<file path="src/rtl/taillight_input_conditioner.sv">
// ---------------------------------------------------------------------------
// taillight_input_conditioner
//
// Front end for the Thunderbird tail light FSM. Each raw switch (left, right,
// hazard) is brought into the clock domain with a 2-flop synchronizer and then
// debounced: the clean level only follows the synchronized level after it has
// differed for DEBOUNCE_CYCLES consecutive edges. A free-running tick counter
// produces the one-cycle Enable strobe every TICK_DIV cycles. Its phase
// restarts whenever any clean level changes, so a new command gets a full
// blink period.
//
// Ports:
//   Clock   in   system clock, rising-edge active
//   ResetN  in   asynchronous active-low reset
//   RawL    in   left-turn switch, asynchronous, may bounce
//   RawR    in   right-turn switch, asynchronous, may bounce
//   RawH    in   hazard switch, asynchronous, may bounce
//   Enable  out  registered one-cycle strobe (FSM state-advance enable)
//   L,R,H   out  registered clean switch levels
// ---------------------------------------------------------------------------
module taillight_input_conditioner #(
   parameter int TICK_DIV        = 12_500_000,
   parameter int DEBOUNCE_CYCLES = 500_000
) (
   input  logic Clock,
   input  logic ResetN,
   input  logic RawL,
   input  logic RawR,
   input  logic RawH,
   output logic Enable,
   output logic L,
   output logic R,
   output logic H
);

   // Counter widths; a single-cycle debounce still needs a 1-bit register.
   localparam int DBW = (DEBOUNCE_CYCLES > 1) ? $clog2(DEBOUNCE_CYCLES) : 1;
   localparam int TKW = (TICK_DIV > 1) ? $clog2(TICK_DIV) : 1;

   localparam logic [DBW-1:0] DB_LAST   = DBW'(DEBOUNCE_CYCLES - 1);
   localparam logic [TKW-1:0] TICK_LAST = TKW'(TICK_DIV - 1);

   logic [2:0] raw;
   logic [2:0] clean_q;   // current clean levels, bit 0 = L, 1 = R, 2 = H
   logic [2:0] clean_d;   // clean levels after this edge

   assign raw = {RawH, RawR, RawL};

   // -----------------------------------------------------------------------
   // Three independent synchronize + debounce channels.
   // -----------------------------------------------------------------------
   genvar gi;
   generate
      for (gi = 0; gi < 3; gi++) begin : gen_ch
         logic           s1_q;
         logic           s2_q;
         logic           ch_clean_q;
         logic           ch_clean_d;
         logic [DBW-1:0] cnt_q;
         logic [DBW-1:0] cnt_d;

         // Any sample matching the clean level clears the count, so a
         // bouncing input restarts timing from its last transition.
         always_comb begin
            ch_clean_d = ch_clean_q;
            cnt_d      = cnt_q;
            if (s2_q == ch_clean_q) begin
               cnt_d = '0;
            end else if (cnt_q == DB_LAST) begin
               ch_clean_d = s2_q;
               cnt_d      = '0;
            end else begin
               cnt_d = cnt_q + 1'b1;
            end
         end

         always_ff @(posedge Clock or negedge ResetN) begin
            if (!ResetN) begin
               s1_q       <= 1'b0;
               s2_q       <= 1'b0;
               ch_clean_q <= 1'b0;
               cnt_q      <= '0;
            end else begin
               s1_q       <= raw[gi];
               s2_q       <= s1_q;
               ch_clean_q <= ch_clean_d;
               cnt_q      <= cnt_d;
            end
         end

         assign clean_q[gi] = ch_clean_q;
         assign clean_d[gi] = ch_clean_d;
      end
   endgenerate

   // -----------------------------------------------------------------------
   // Enable tick generator.
   // -----------------------------------------------------------------------
   logic           restart;
   logic [TKW-1:0] tick_count_q;
   logic [TKW-1:0] tick_count_d;
   logic           enable_q;
   logic           enable_d;

   // Looking at next-state lets all channels changing on one edge collapse
   // into a single restart, and a restart on the wrap edge suppresses the
   // strobe.
   assign restart = |(clean_d ^ clean_q);

   always_comb begin
      tick_count_d = tick_count_q;
      enable_d     = 1'b0;
      if (restart) begin
         tick_count_d = '0;
      end else if (tick_count_q == TICK_LAST) begin
         tick_count_d = '0;
         enable_d     = 1'b1;
      end else begin
         tick_count_d = tick_count_q + 1'b1;
      end
   end

   always_ff @(posedge Clock or negedge ResetN) begin
      if (!ResetN) begin
         tick_count_q <= '0;
         enable_q     <= 1'b0;
      end else begin
         tick_count_q <= tick_count_d;
         enable_q     <= enable_d;
      end
   end

   assign Enable = enable_q;
   assign L      = clean_q[0];
   assign R      = clean_q[1];
   assign H      = clean_q[2];

endmodule

</file>
<file path="config.mk">
export PLATFORM = sky130hd
export DESIGN_NAME = taillight_input_conditioner
export DESIGN_NICKNAME = d
export VERILOG_FILES = /design/src/rtl/taillight_input_conditioner.sv
export SDC_FILE = /design/constraint.sdc
export NUM_CORES = 1
export LEC_CHECK = 0
export BUFFER_PORTS_ARGS = -buffer_cell sky130_fd_sc_hd__buf_2
export CAP_MARGIN = 20
export CORE_UTILIZATION = 35
export CTS_CLUSTER_DIAMETER = 40
export CTS_CLUSTER_SIZE = 40
export DETAILED_ROUTE_END_ITERATION = 8
export GPL_TIMING_DRIVEN = 0
export HOLD_SLACK_MARGIN = 0.1
export PLACE_DENSITY_LB_ADDON = 0.08
export SLEW_MARGIN = 10
export SYNTH_ARGS = -nofsm -noshare
export SYNTH_HDL_FRONTEND = slang
export SYNTH_SLANG_ARGS = --single-unit
</file>
<file path="constraint.sdc">
create_clock -name Clock -period 4.4 [get_ports Clock]
set_clock_uncertainty 0.1 [all_clocks]
set_input_delay 0.66 -clock Clock [delete_from_list [all_inputs] [get_ports Clock]]
set_output_delay 0.66 -clock Clock [all_outputs]
set_load 0.03 [all_outputs]
</file>
* Yosys cells after proc, flatten, opt, wreduce, memory -nomap -nowiden
Index checks and enable logic that the tools add are counted.
** Operators by class
- Add/sub/neg operators :: 4
- Multiply operators :: 0
- Divide/modulo/power cells :: 0
- $lt $le $gt $ge :: 0
- Equal/unequal tests :: 7
- Shift operators :: 0
- Muxes and demuxes :: 16
- Bitwise operators :: 1
- Reduce and logical (&&, ||, !) cells :: 1
** Operator list (number)
- 19-bit two-way mux :: 6
- 19-bit by 1-bit adder with 19-bit output (second input constant) :: 3
- 19-bit equality test (second input constant) :: 3
- 24-bit two-way mux :: 2
- 24-bit by 1-bit adder with 24-bit output (second input constant) :: 1
- 24-bit equality test (second input constant) :: 1
- 1-bit two-way mux :: 8
- 1-bit equality test :: 3
- 3-bit OR reduction :: 1
- 3-bit XOR :: 1
** Storage, ports and cells
- Register bits after elaboration :: 91
- Bits in latches :: 0
- RAM bits :: 0
- Memory bits (read-only) :: 0
- Memories :: 0

* Longest topological paths before layout
Gate-level depths: netlist of the first run.
- Depth in word-level cells :: 6
- Depth in mapped cells :: 9

* Least setup slack after synthesis of the first run
No wires, ideal clock.
- Path kind :: reg2reg
- Start point :: register gen_ch[2].cnt_q[7]
- End point :: register tick_count_q[12]
- Library setup time :: 0.119 ns
- Arrival time :: 1.785 ns
- Required time :: 4.181 ns
- Slack :: 2.397 ns
- Stages on the path, launching flop included :: 7
- Path buffers :: 1
- Cells stage by stage :: dfrtp_1 or4b_4 nor4_4 nand2_2 o2111ai_4 buf_6 nor2_1
** On the way
- Cells in the longest elaborated chain, start to end :: 6
** RTL lines
- start: declaration :: line 59 : logic [DBW-1:0] cnt_q;
- start signal: assignment :: line 87 : cnt_q <= cnt_d;
- 19-bit equality test :: line 69 : end else if (cnt_q == DB_LAST) begin
- 1-bit two-way mux :: line 69
- 1-bit two-way mux :: line 67 : if (s2_q == ch_clean_q) begin
- 3-bit XOR :: line 108 : assign restart = |(clean_d ^ clean_q);
- 3-bit OR reduction :: line 108
- 24-bit two-way mux :: line 113 : if (restart) begin
- net tick_count_d[12] :: line 101 : logic [TKW-1:0] tick_count_d;
- end signal: assignment :: line 128 : tick_count_q <= tick_count_d;
- end: declaration :: line 100 : logic [TKW-1:0] tick_count_q;
The timed path passes the listed nets, and every way through them passes these cells.

* Final worst setup path of the first run
- Start point :: register gen_ch[1].cnt_q[7]
- End point :: register gen_ch[1].cnt_q[13]
** On the way
- Cells in the longest elaborated chain, start to end :: 3
- Elaborated cells on any way between the ends :: 4
- Those cells by class :: add/sub (1); eq/ne (1); mux (2)
** RTL lines
- start: declaration :: line 59
- start signal: assignment :: line 87
- 19-bit by 1-bit adder with 19-bit output or 19-bit equality test (tied branches) :: line 73, 69
- 19-bit two-way mux * :: line 69
- 19-bit two-way mux * :: line 67
- net gen_ch[1].cnt_d[13] :: line 60 : logic [DBW-1:0] cnt_d;
The timed path passes the listed nets; every way through them passes the cells marked *.

==> results_dict.tcl, run 1 <==
set metrics [dict create \
    status "finished clean" \
    syn_nets 439 \
    die_x_um 113 \
    final_util_pct 40.8 \
    fin_setup_tns_ps 0 \
    crit_arrival_ps 2510 \
    p_clk_share_pct 47.3 \
    yosysTopAreaCell "dfrtp_1" \
    end_kind "register" \
    share_comb_of_total_power_pct 2.7 \
    synth_cells 430 \
    pin_count 9 \
    hold_viol_final 0 \
    setup_violations 0 \
    grt_setup_unrepaired "false" \
    clock_sinks 91 \
    critPathMaxStageDelay_ps 530 \
    globalRouteTotalUtil_pct 14.6 \
    grt_max_degree 51 \
    ant_nets 0 \
    antenna_found_initial 0 \
    crit_required_ps 4540 \
    power.density_nw_per_um2 347 \
    grt_pass1_vias 2970 \
    ys_seq_elements 91 \
    ctsResizeCount 0 \
    postSynthAreaPerCell_um2 10.1 \
    synth_cell_types 32 \
    crit_family "simple AND/OR/NAND/NOR gates" \
    vias 2978 \
    grt_pass1_wl_um 14400 \
    io_buffers 8 \
    async_flop_share_pct 100 \
    post_cts_buffers 0 \
    critPathLaunchType "register" \
    cell_internal_pwr_mw 1.35 \
    synth-main-ff-cell "dfrtp_1" \
    hp-class "input port to async pin" \
    fin_crit_sh_pct 53.9 \
    initial_utilization_pct 35.9 \
    grt_overflow 0 \
    path_clk_slew_ps 60 \
    worstRegToRegCells 6 \
    root_buffer "clkbuf_16" \
    syn_area_um2 4330 \
    rows 40 \
    placed_cells 607 \
    cts_max_level 3 \
    cts_tree "done" \
    maxSlewHeadroom_pct 37.7 \
    synth.area.top_cells "dfrtp_1 53%, xor2_1 9.7%, nor2_1 8.4%" \
    p_leak_nw 2.12 \
    ys_seq_area_share_pct 52.5 \
    synth_edf_count 0 \
    drv_slew 0 \
    cp_slowest_cell "or4_1" \
    dpl.hpwl_um 5520 \
    period_minus_slack_ps 2370 \
    tightest_slew_ps 926 \
    core_area_um2 12100 \
    hold_buffers 0 \
    diodes 0 \
    path_max_fanout 10 \
    stdcell_count 622 \
    ir_drop_uv 286 \
    wl_um 8000 \
    crit_chain "or4_1 -> nor4_1 -> nand2_1 -> nand2_1 -> buf_4 -> nor2_1" \
    clock.fmax_mhz 422 \
    path_buf_inv 1 \
    maxCapViolations 0 \
    cp_common_cell "nand2_1" \
    criticalPathCategory "register to register" \
    clockBufferDepth 2 \
    area.growth.synth_to_final_pct 13.6 \
    synth_top_area_share_pct 52.5 \
    dieArea_um2 12800 \
    fin_nets 459 \
    yosysWarnings 0 \
    clk_latency_ps 350 \
    vias_per_cell 4.79 \
    drcViolationCount 0 \
    p_switching_mw 0.354 \
    die_h_um 113 \
    p_seq_share_pct 50.0 \
    drive_gt1_share_pct 7.93 \
    first_pass_iters 4 \
    power.share.switching_pct 20.7 \
    drt_iter0_markers 101 \
    place_congestion 0.720 \
    routedWlPerCell_um 12.9 \
    path_depth 6 \
    cts_buffers 9 \
]
-- cell families after synthesis --
logic type                 share of synthesized area (%)
AOI/OAI and AO/OA                                  0.780
buffers and inverters                               2.02
xor gates and xnor gates                            15.8
muxes                                              0.779
adders and majority gates                           1.15
and+or+nand+nor                                     27.0
DFF                                                 52.5
-- state kept, by name (all words and copies together), names as in the netlist --
name / count
gen_ch.cnt_q: 57
tick_count_q: 24
gen_ch.s1_q: 3
gen_ch.s2_q: 3
Enable: 1
H: 1
L: 1
R: 1
-- layout make-up --
class / instances / area [µm²]
fill: 1229 / 7140
multi-input combinational: 322 / 1970
buffer: 10 / 61.3
inverter: 7 / 26.3
timing repair buffer: 9 / 70.1
sequential: 91 / 2280
clock buffer: 10 / 229
tap: 168 / 210
clock inverter: 5 / 78.8
-- power by group through the flow --
stage / Sequential (mW) / Combinational [mW] / Clock [mW]
6_report: 0.854 / 0.0456 / 0.807
5_1_grt: 0.854 / 0.0548 / 0.879
2_1_floorplan: 0.868 / 0.0198 / 0
3_5_place_dp: 0.870 / 0.0484 / 0
4_1_cts: 0.854 / 0.0487 / 0.845
3_3_place_gp: 0.870 / 0.0447 / 0
-- worst paths after layout --
| path | end | slack (ps) | from |
|---|---|---|---|
| setup / recovery | gen_ch[1].cnt_q[13] | 2030 | gen_ch[1].cnt_q[7] |
| hold / removal | gen_ch[1].cnt_q[7] | 210 | ResetN |
| setup reg to reg | gen_ch[1].cnt_q[13] | 2030 | gen_ch[1].cnt_q[7] |
| hold reg to reg | gen_ch[1].s2_q | 250 | gen_ch[1].s1_q |
| max in group asynchronous | gen_ch[0].cnt_q[8] | 3350 | ResetN |
| min in group Clock | gen_ch[1].s2_q | 250 | gen_ch[1].s1_q |
-- layout by cell type, fill, tap and decap left out --
cell type,count
and2_1,1
and3_1,14
and4_1,9
buf_16,1
buf_2,8
buf_4,3
buf_6,2
bufinv_16,2
clkbuf_1,6
clkbuf_16,9
clkinv_2,2
clkinv_4,1
dfrtp_1,91
ha_1,4
inv_1,7
mux2_2,3
nand2_1,27
nand2_2,1
nand2b_1,2
nand3_1,36
nand3b_1,1
nand4_1,21
nand4b_1,1
nor2_1,97
nor3_1,6
nor3b_1,3
nor4_1,7
nor4_4,1
nor4b_1,3
o2111ai_4,1
o211ai_1,1
or2_2,1
or3_1,2
or4_1,1
or4b_4,1
xnor2_1,30
xor2_1,48
-- worst reg2reg max path, cell delays in order (launching register included) --
cell and delay, ps:
dfrtp_1 440, or4_1 530, nor4_1 470, nand2_1 190, nand2_1 250, buf_4 230, nor2_1 70
-- Yosys cell counts, types with 2 or more instances --
master	number
mux2_2	3
and4_1	9
nand2b_1	2
or3_1	2
buf_4	2
buf_6	2
nor3b_1	3
nand3_1	36
dfrtp_1	91
nor4b_1	3
inv_1	7
nor4_1	7
clkbuf_1	5
nand4_1	21
and3_1	14
xnor2_1	30
nor3_1	6
nand2_1	27
ha_1	4
xor2_1	48
nor2_1	97
-- metal layers --
metal	up-vias	GRT usage [%]	wire (µm)
met5	-	0	0
met1	1447	19.2	4060
met4	0	6.32	161
met3	11	5.14	245
met2	19	21.7	3540
li1	1501	-	-
-- stage by stage --
stage	worst slack, ps	hold slack (ps)	area, µm²	power (mW)
after floorplan	2400	231	4330	0.888
after global placement	1600	236	4580	0.914
after detailed placement	1980	244	4610	0.918
after CTS	1980	223	4920	1.75
after global routing	1760	246	4920	1.79
final	2030	210	4920	1.71
Note: power is estimated with default switching activity, not from simulation.
==> run 2: changes to the inputs <==
--- a/config.mk
+++ b/config.mk
@@ -5,6 +5,7 @@
 export SDC_FILE = /design/constraint.sdc
 export NUM_CORES = 1
 export LEC_CHECK = 0
+export ABC_AREA = 1
 export BUFFER_PORTS_ARGS = -buffer_cell sky130_fd_sc_hd__buf_2
 export CAP_MARGIN = 20
 export CORE_UTILIZATION = 35
==> constraint.sdc (replaced) <==
create_clock -name Clock -period 2.4 [get_ports Clock]
set_clock_uncertainty 0.1 [all_clocks]
set_input_delay 0.36 -clock Clock [delete_from_list [all_inputs] [get_ports Clock]]
set_output_delay 0.36 -clock Clock [all_outputs]
set_load 0.03 [all_outputs]
==> run 2 against run 1 <==
- sequential power up 83%
- largest power group unchanged
- area after synthesis up 15%
- combinational power up 100%
- global-route usage up 1.7 points
- core utilization down 0.38 points
- sequential share of layout area down 5.7 points
- critical path type unchanged
- largest cell class is now multi-input gates
- register-to-register slack worse by 1500 ps
- final cell count up 33%
- via count up 28%
- fmax up 30%
- critical path depth up 3
- non-clock buffer count down 4
==> results_dict.tcl, run 2 <==
set metrics [dict create \
    status "finished clean" \
    synth_top_area_share_pct 45.6 \
    clock_sinks 91 \
    hold_viol_final 0 \
    drive_gt1_share_pct 13.0 \
    die_h_um 121 \
    io_buffers 8 \
    core_area_um2 13900 \
    postSynthAreaPerCell_um2 8.06 \
    async_flop_share_pct 100 \
    drt_iter0_markers 222 \
    ctsResizeCount 0 \
    criticalPathCategory "register to register" \
    drv_slew 0 \
    n_fill_cell 1426 \
    syn_nets 628 \
    yosysWarnings 0 \
    ys_seq_area_share_pct 45.6 \
    first_pass_iters 4 \
    p_leak_nw 2.41 \
    clk_latency_ps 340 \
    share_comb_of_total_power_pct 3.0 \
    synth_compound_area_share_pct 2.93 \
    fin_setup_tns_ps 0 \
    maxCapViolations 0 \
    cts_tree "done" \
    yosysTopAreaCell "dfrtp_1" \
    grt_setup_unrepaired "false" \
    final_area_um2 5610 \
    tightest_slew_ps 738 \
    rrSetupSlack_ps 570 \
    largest_reg_flops 57 \
    highest_layer "met4" \
    p_clk_share_pct 46.3 \
    rows 43 \
    drt-met1-wl_um 5170 \
    p_seq_share_pct 50.7 \
    met3WireLength_um 147 \
    cts_buffers 9 \
    wl_met2_um 4820 \
    ant_nets 0 \
    maxSlewHeadroom_pct 50.8 \
    cts_max_level 3 \
    synth_cell_types 31 \
    regToRegEndpoint "tick_count_q[21]" \
    drcViolationCount 0 \
    holdPathStages 0 \
    root_buffer "clkbuf_16" \
    hp-class "register to register" \
    critPathLaunchType "register" \
    ys_seq_elements 91 \
    vias_per_cell 4.61 \
    power.density_nw_per_um2 550 \
    min_to "gen_ch[2].s2_q" \
    crit_arrival_ps 1950 \
    yosys.area_share.xor_xnor_pct 6.50 \
    synth-simple-area-share_pct 37.7 \
    r2r-start "tick_count_q[0]" \
    fin_nets 652 \
    pin_count 9 \
    antenna_found_initial 0 \
    grt_max_degree 58 \
    synth_fa_ha_area_share_pct 1.00 \
    globalRouteTotalUtil_pct 16.3 \
    power.share.switching_pct 21.1 \
    synthTopCellsByCount "138 x nor2_1, 106 x nand2_1, 91 x dfrtp_1" \
    die_x_um 121 \
    fin_crit_sh_pct 76.1 \
    path_max_fanout 10 \
    syn_area_um2 4990 \
    end_kind "register" \
    path_clk_slew_ps 60 \
    grt_overflow 0 \
    final_common_cell "nor2_1" \
    vias 3814 \
    min-delay-start "gen_ch[2].s1_q" \
    clock.fmax_mhz 548 \
    grt_pass1_vias 3979 \
    wl_um 10300 \
    synth_cells 619 \
    reg.largest.list "gen_ch.cnt_q (57), tick_count_q (24)" \
    synth_top_family_by_area "simple AND/OR/NAND/NOR gates" \
    final_cell_mix "138 x nor2_1, 106 x nand2_1, 91 x dfrtp_1" \
    setup_violations 0 \
    yosysMostFrequentCell "nor2_1" \
    placed_area_um2 5280 \
    worstRegToRegCells 9 \
    synth_edf_count 0 \
    place_congestion 0.843 \
    synth_mux_area_share_pct 0 \
    synth.area.top_cells "dfrtp_1 46%, nor2_1 10%, nand2_1 8.0%" \
    dieArea_um2 14700 \
    area.growth.synth_to_final_pct 12.5 \
    initial_utilization_pct 35.9 \
    diodes 0 \
    crit_required_ps 2530 \
    clockBufferDepth 2 \
    dp_slack_ps 563 \
    top_register "gen_ch.cnt_q" \
    dpl.hpwl_um 7760 \
    p_switching_mw 0.651 \
    grt_pass1_wl_um 18800 \
    routedWlPerCell_um 12.5 \
    setup_ws_ps 574 \
    cell_internal_pwr_mw 2.44 \
    ir_drop_uv 295 \
    period_minus_slack_ps 1830 \
    synth-main-ff-cell "dfrtp_1" \
]
[run 2: through the flow]
stage          util (%)  total power, mW  std cells  hold slack (ps)
3_3_place_gp       37.8             1.68        807              234
4_1_cts            40.4             3.16        827              254
6_report           40.4             3.09        827              249
5_1_grt            40.4             3.22        827              256
3_5_place_dp       38.0             1.69        808              240
2_1_floorplan         -             1.63        619            -35.6
[run 2: layout make-up]
type	count	area, µm²	share of cell area [%]
flip-flops and latches	91	2280	40.6
repair buffers	13	103	1.83
clock inverters	2	35.0	0.624
plain buffers	2	27.5	0.491
well taps	180	225	4.01
clock buffers	13	260	4.64
inverters	75	282	5.02
multi-input cells	451	2400	42.8
[run 2: worst max path at each step]
stage	start	to	slack, ps	cells after the start
after floorplan	tick_count_q[0]	tick_count_q[21]	810	9
after global placement	ResetN	gen_ch[2].cnt_q[0]	-140	1
after detailed placement	tick_count_q[0]	tick_count_q[21]	560	9
after CTS	tick_count_q[0]	tick_count_q[21]	550	9
after global routing	tick_count_q[0]	tick_count_q[21]	430	9
final	tick_count_q[0]	tick_count_q[21]	570	9
[run 2: metal layers]
layer | global-route usage (%) | vias up
met5 | 0 | -
met4 | 6.64 | 0
met3 | 2.68 | 12
met2 | 26.7 | 18
met1 | 21.3 | 1779
li1 | - | 2005
[run 2: cells by family after synthesis]
kind of cell             count (synthesis)
XOR/XNOR                                37
AO/OA/AOI/OAI                           27
flip-flops                              91
buffers and inverters                   77
adder cells (fa/ha/maj)                  4
AND/OR/NAND/NOR                        383
[run 2: power groups by stage]
stage | clock network, mW | registers, mW | logic, mW
5_1_grt | 1.55 | 1.56 | 0.110
3_5_place_dp | 0 | 1.59 | 0.0928
6_report | 1.43 | 1.56 | 0.0922
2_1_floorplan | 0 | 1.59 | 0.0408
4_1_cts | 1.50 | 1.56 | 0.0975
3_3_place_gp | 0 | 1.59 | 0.0871
[run 2: critical path: stages (launching register included)]
cell	delay, ps
dfrtp_1	440
ha_1	230
nand2_2	100
nor2_4	190
inv_2	90
nor2_4	100
nand2_2	80
nand4_4	170
buf_12	160
nor2_1	40
[run 2: repair_timing]
item / CTS / global route
setup buffers: 0 / 0
endpoints found under the hold margin: 59 / 0
hold buffers: 4 / 0
==> run 3: changes to the inputs <==
==> constraint.sdc (replaced) <==
create_clock -name Clock -period 1.6 [get_ports Clock]
set_clock_uncertainty 0.1 [all_clocks]
set_input_delay 0.24 -clock Clock [delete_from_list [all_inputs] [get_ports Clock]]
set_output_delay 0.24 -clock Clock [all_outputs]
set_load 0.03 [all_outputs]
==> run 3 against run 2 <==
- the run now ends with setup timing left
- global-route usage grew 0.42 points
- sequential power grew 51%
- non-clock buffer count grew 32
- via count grew 4.5%
- first-iteration DRC count shrank 9.9%
==> results_dict.tcl, run 3 (synthesis gave the netlist of run 2 again) <==
set metrics [dict create \
    status "complete, but fails checks" \
    violations "setup timing" \
    cts_buffers 9 \
    hold_viol_final 0 \
    area.growth.synth_to_final_pct 23.1 \
    critPathLaunchType "register" \
    dieArea_um2 14700 \
    grt_pass1_vias 4106 \
    diodes 0 \
    fin_nets 684 \
    stdcell_count 859 \
    final_cell_mix "125 x nor2_1, 99 x nand2_1, 90 x dfrtp_1" \
    core_area_um2 13900 \
    drv_slew 0 \
    holdPathStages 0 \
    maxCapViolations 0 \
    routedWlPerCell_um 12.8 \
    maxSlewHeadroom_pct 50.2 \
    final_common_cell "nor2_1" \
    setup_ws_ps -26.2 \
    rrSetupSlack_ps -30 \
    grt_overflow 0 \
    grt_setup_unrepaired "true" \
    fin_setup_tns_ps -151 \
    criticalPathCategory "register to register" \
    crit_arrival_ps 1750 \
    die_x_um 121 \
    drt_iter0_markers 200 \
    min_to "gen_ch[2].s2_q" \
    drive_gt1_share_pct 23.9 \
    crit_chain "ha_2 -> nand2_2 -> nor2_4 -> nand4_2 -> nand4_4 -> buf_12 -> nor2_1" \
    hp-class "register to register" \
    final_area_um2 6140 \
    p_leak_nw 2.69 \
    io_buffers 8 \
    tightest_slew_ps 748 \
    crit_required_ps 1730 \
    regToRegEndpoint "tick_count_q[21]" \
    min-delay-start "gen_ch[2].s1_q" \
    vias 3985 \
    path_buf_inv 1 \
    r2r-start "gen_ch[2].cnt_q[0]" \
    setup_violations 10 \
    ir_drop_uv 442 \
    pin_count 9 \
    rows 43 \
    period_minus_slack_ps 1630 \
    placed_cells 808 \
    power.density_nw_per_um2 764 \
    critPathMaxStageDelay_ps 380 \
    drcViolationCount 0 \
    antenna_found_initial 0 \
    grt_max_degree 58 \
    wl_um 11000 \
    initial_utilization_pct 35.9 \
    placed_area_um2 5280 \
    clockBufferDepth 2 \
    place_congestion 0.843 \
    die_h_um 121 \
    top_register "gen_ch.cnt_q" \
    reg.largest.list "gen_ch.cnt_q (57), tick_count_q (24)" \
    globalRouteTotalUtil_pct 16.7 \
    grt_pass1_wl_um 19300 \
    clock.fmax_mhz 615 \
    cts_tree "done" \
    fin_crit_sh_pct 102 \
    path_clk_slew_ps 60 \
    dpl.hpwl_um 7760 \
    clock_sinks 91 \
    crit_family "simple AND/OR/NAND/NOR gates" \
    vias_per_cell 4.64 \
    path_max_fanout 10 \
    worstRegToRegCells 7 \
    hold_slack_ps 249 \
    clk_latency_ps 340 \
    dp_slack_ps -237 \
    first_pass_iters 4 \
    cts_max_level 3 \
    ant_nets 0 \
    root_buffer "clkbuf_16" \
    cp-startpoint "gen_ch[2].cnt_q[0]" \
    end_kind "register" \
    largest_reg_flops 57 \
    cp_slowest_cell "dfrtp_1" \
]
## run 3: timing repair
action,4_1_cts,5_1_grt
hold buffers,4,0
hold endpoints to repair,59,0
gates resized for setup,14,51
buffers inserted,15,18
endpoints found under the setup margin,57,65
pin swaps,10,14
## run 3: worst max path at each step
stage                    endpoint  cells after the start  slack [ps]
6_report         tick_count_q[21]                      7         -30
5_1_grt          tick_count_q[21]                      9        -110
4_1_cts          tick_count_q[21]                      7         -30
3_5_place_dp     tick_count_q[21]                      9        -240
3_3_place_gp   gen_ch[2].cnt_q[0]                      1        -820
2_1_floorplan    tick_count_q[21]                      9           5
## run 3: where the power goes
group / switching, mW / internal, mW / leakage, nW
clock: 0.868 / 1.29 / 0.146
combinational: 0.111 / 0.0722 / 1.31
sequential: 0.0262 / 2.33 / 1.23
## run 3: worst reg2reg max path, delay by kind of cell (launching register included)
kind	cells	cell delay (ps)
adder cells (fa/ha/maj)	1	200
flip-flops	1	380
buffers and inverters	1	160
AND/OR/NAND/NOR	5	680
## run 3: final cells by class
class / instances / area [µm²]
clock buffer: 13 / 260
multi-input combinational: 451 / 2650
tap: 180 / 225
timing repair buffer: 45 / 379
clock inverter: 2 / 35.0
buffer: 2 / 31.3
inverter: 75 / 284
sequential: 91 / 2280
fill: 1380 / 7740
## run 3: metrics by stage
step | total power, mW | util [%]
2_1_floorplan | 2.45 | -
3_3_place_gp | 2.52 | 37.8
3_5_place_dp | 2.53 | 38.0
4_1_cts | 4.77 | 42.0
5_1_grt | 4.89 | 44.2
6_report | 4.69 | 44.2
## run 3: metal layers
layer  wire length, µm  global-route usage [%]  vias to the layer above
li1                  -                       -                     2068
met2              5300                    27.6                       21
met4               192                    6.64                        0
met5                 0                       0                        -
met1              5310                    21.8                     1884
met3               159                    2.68                       12
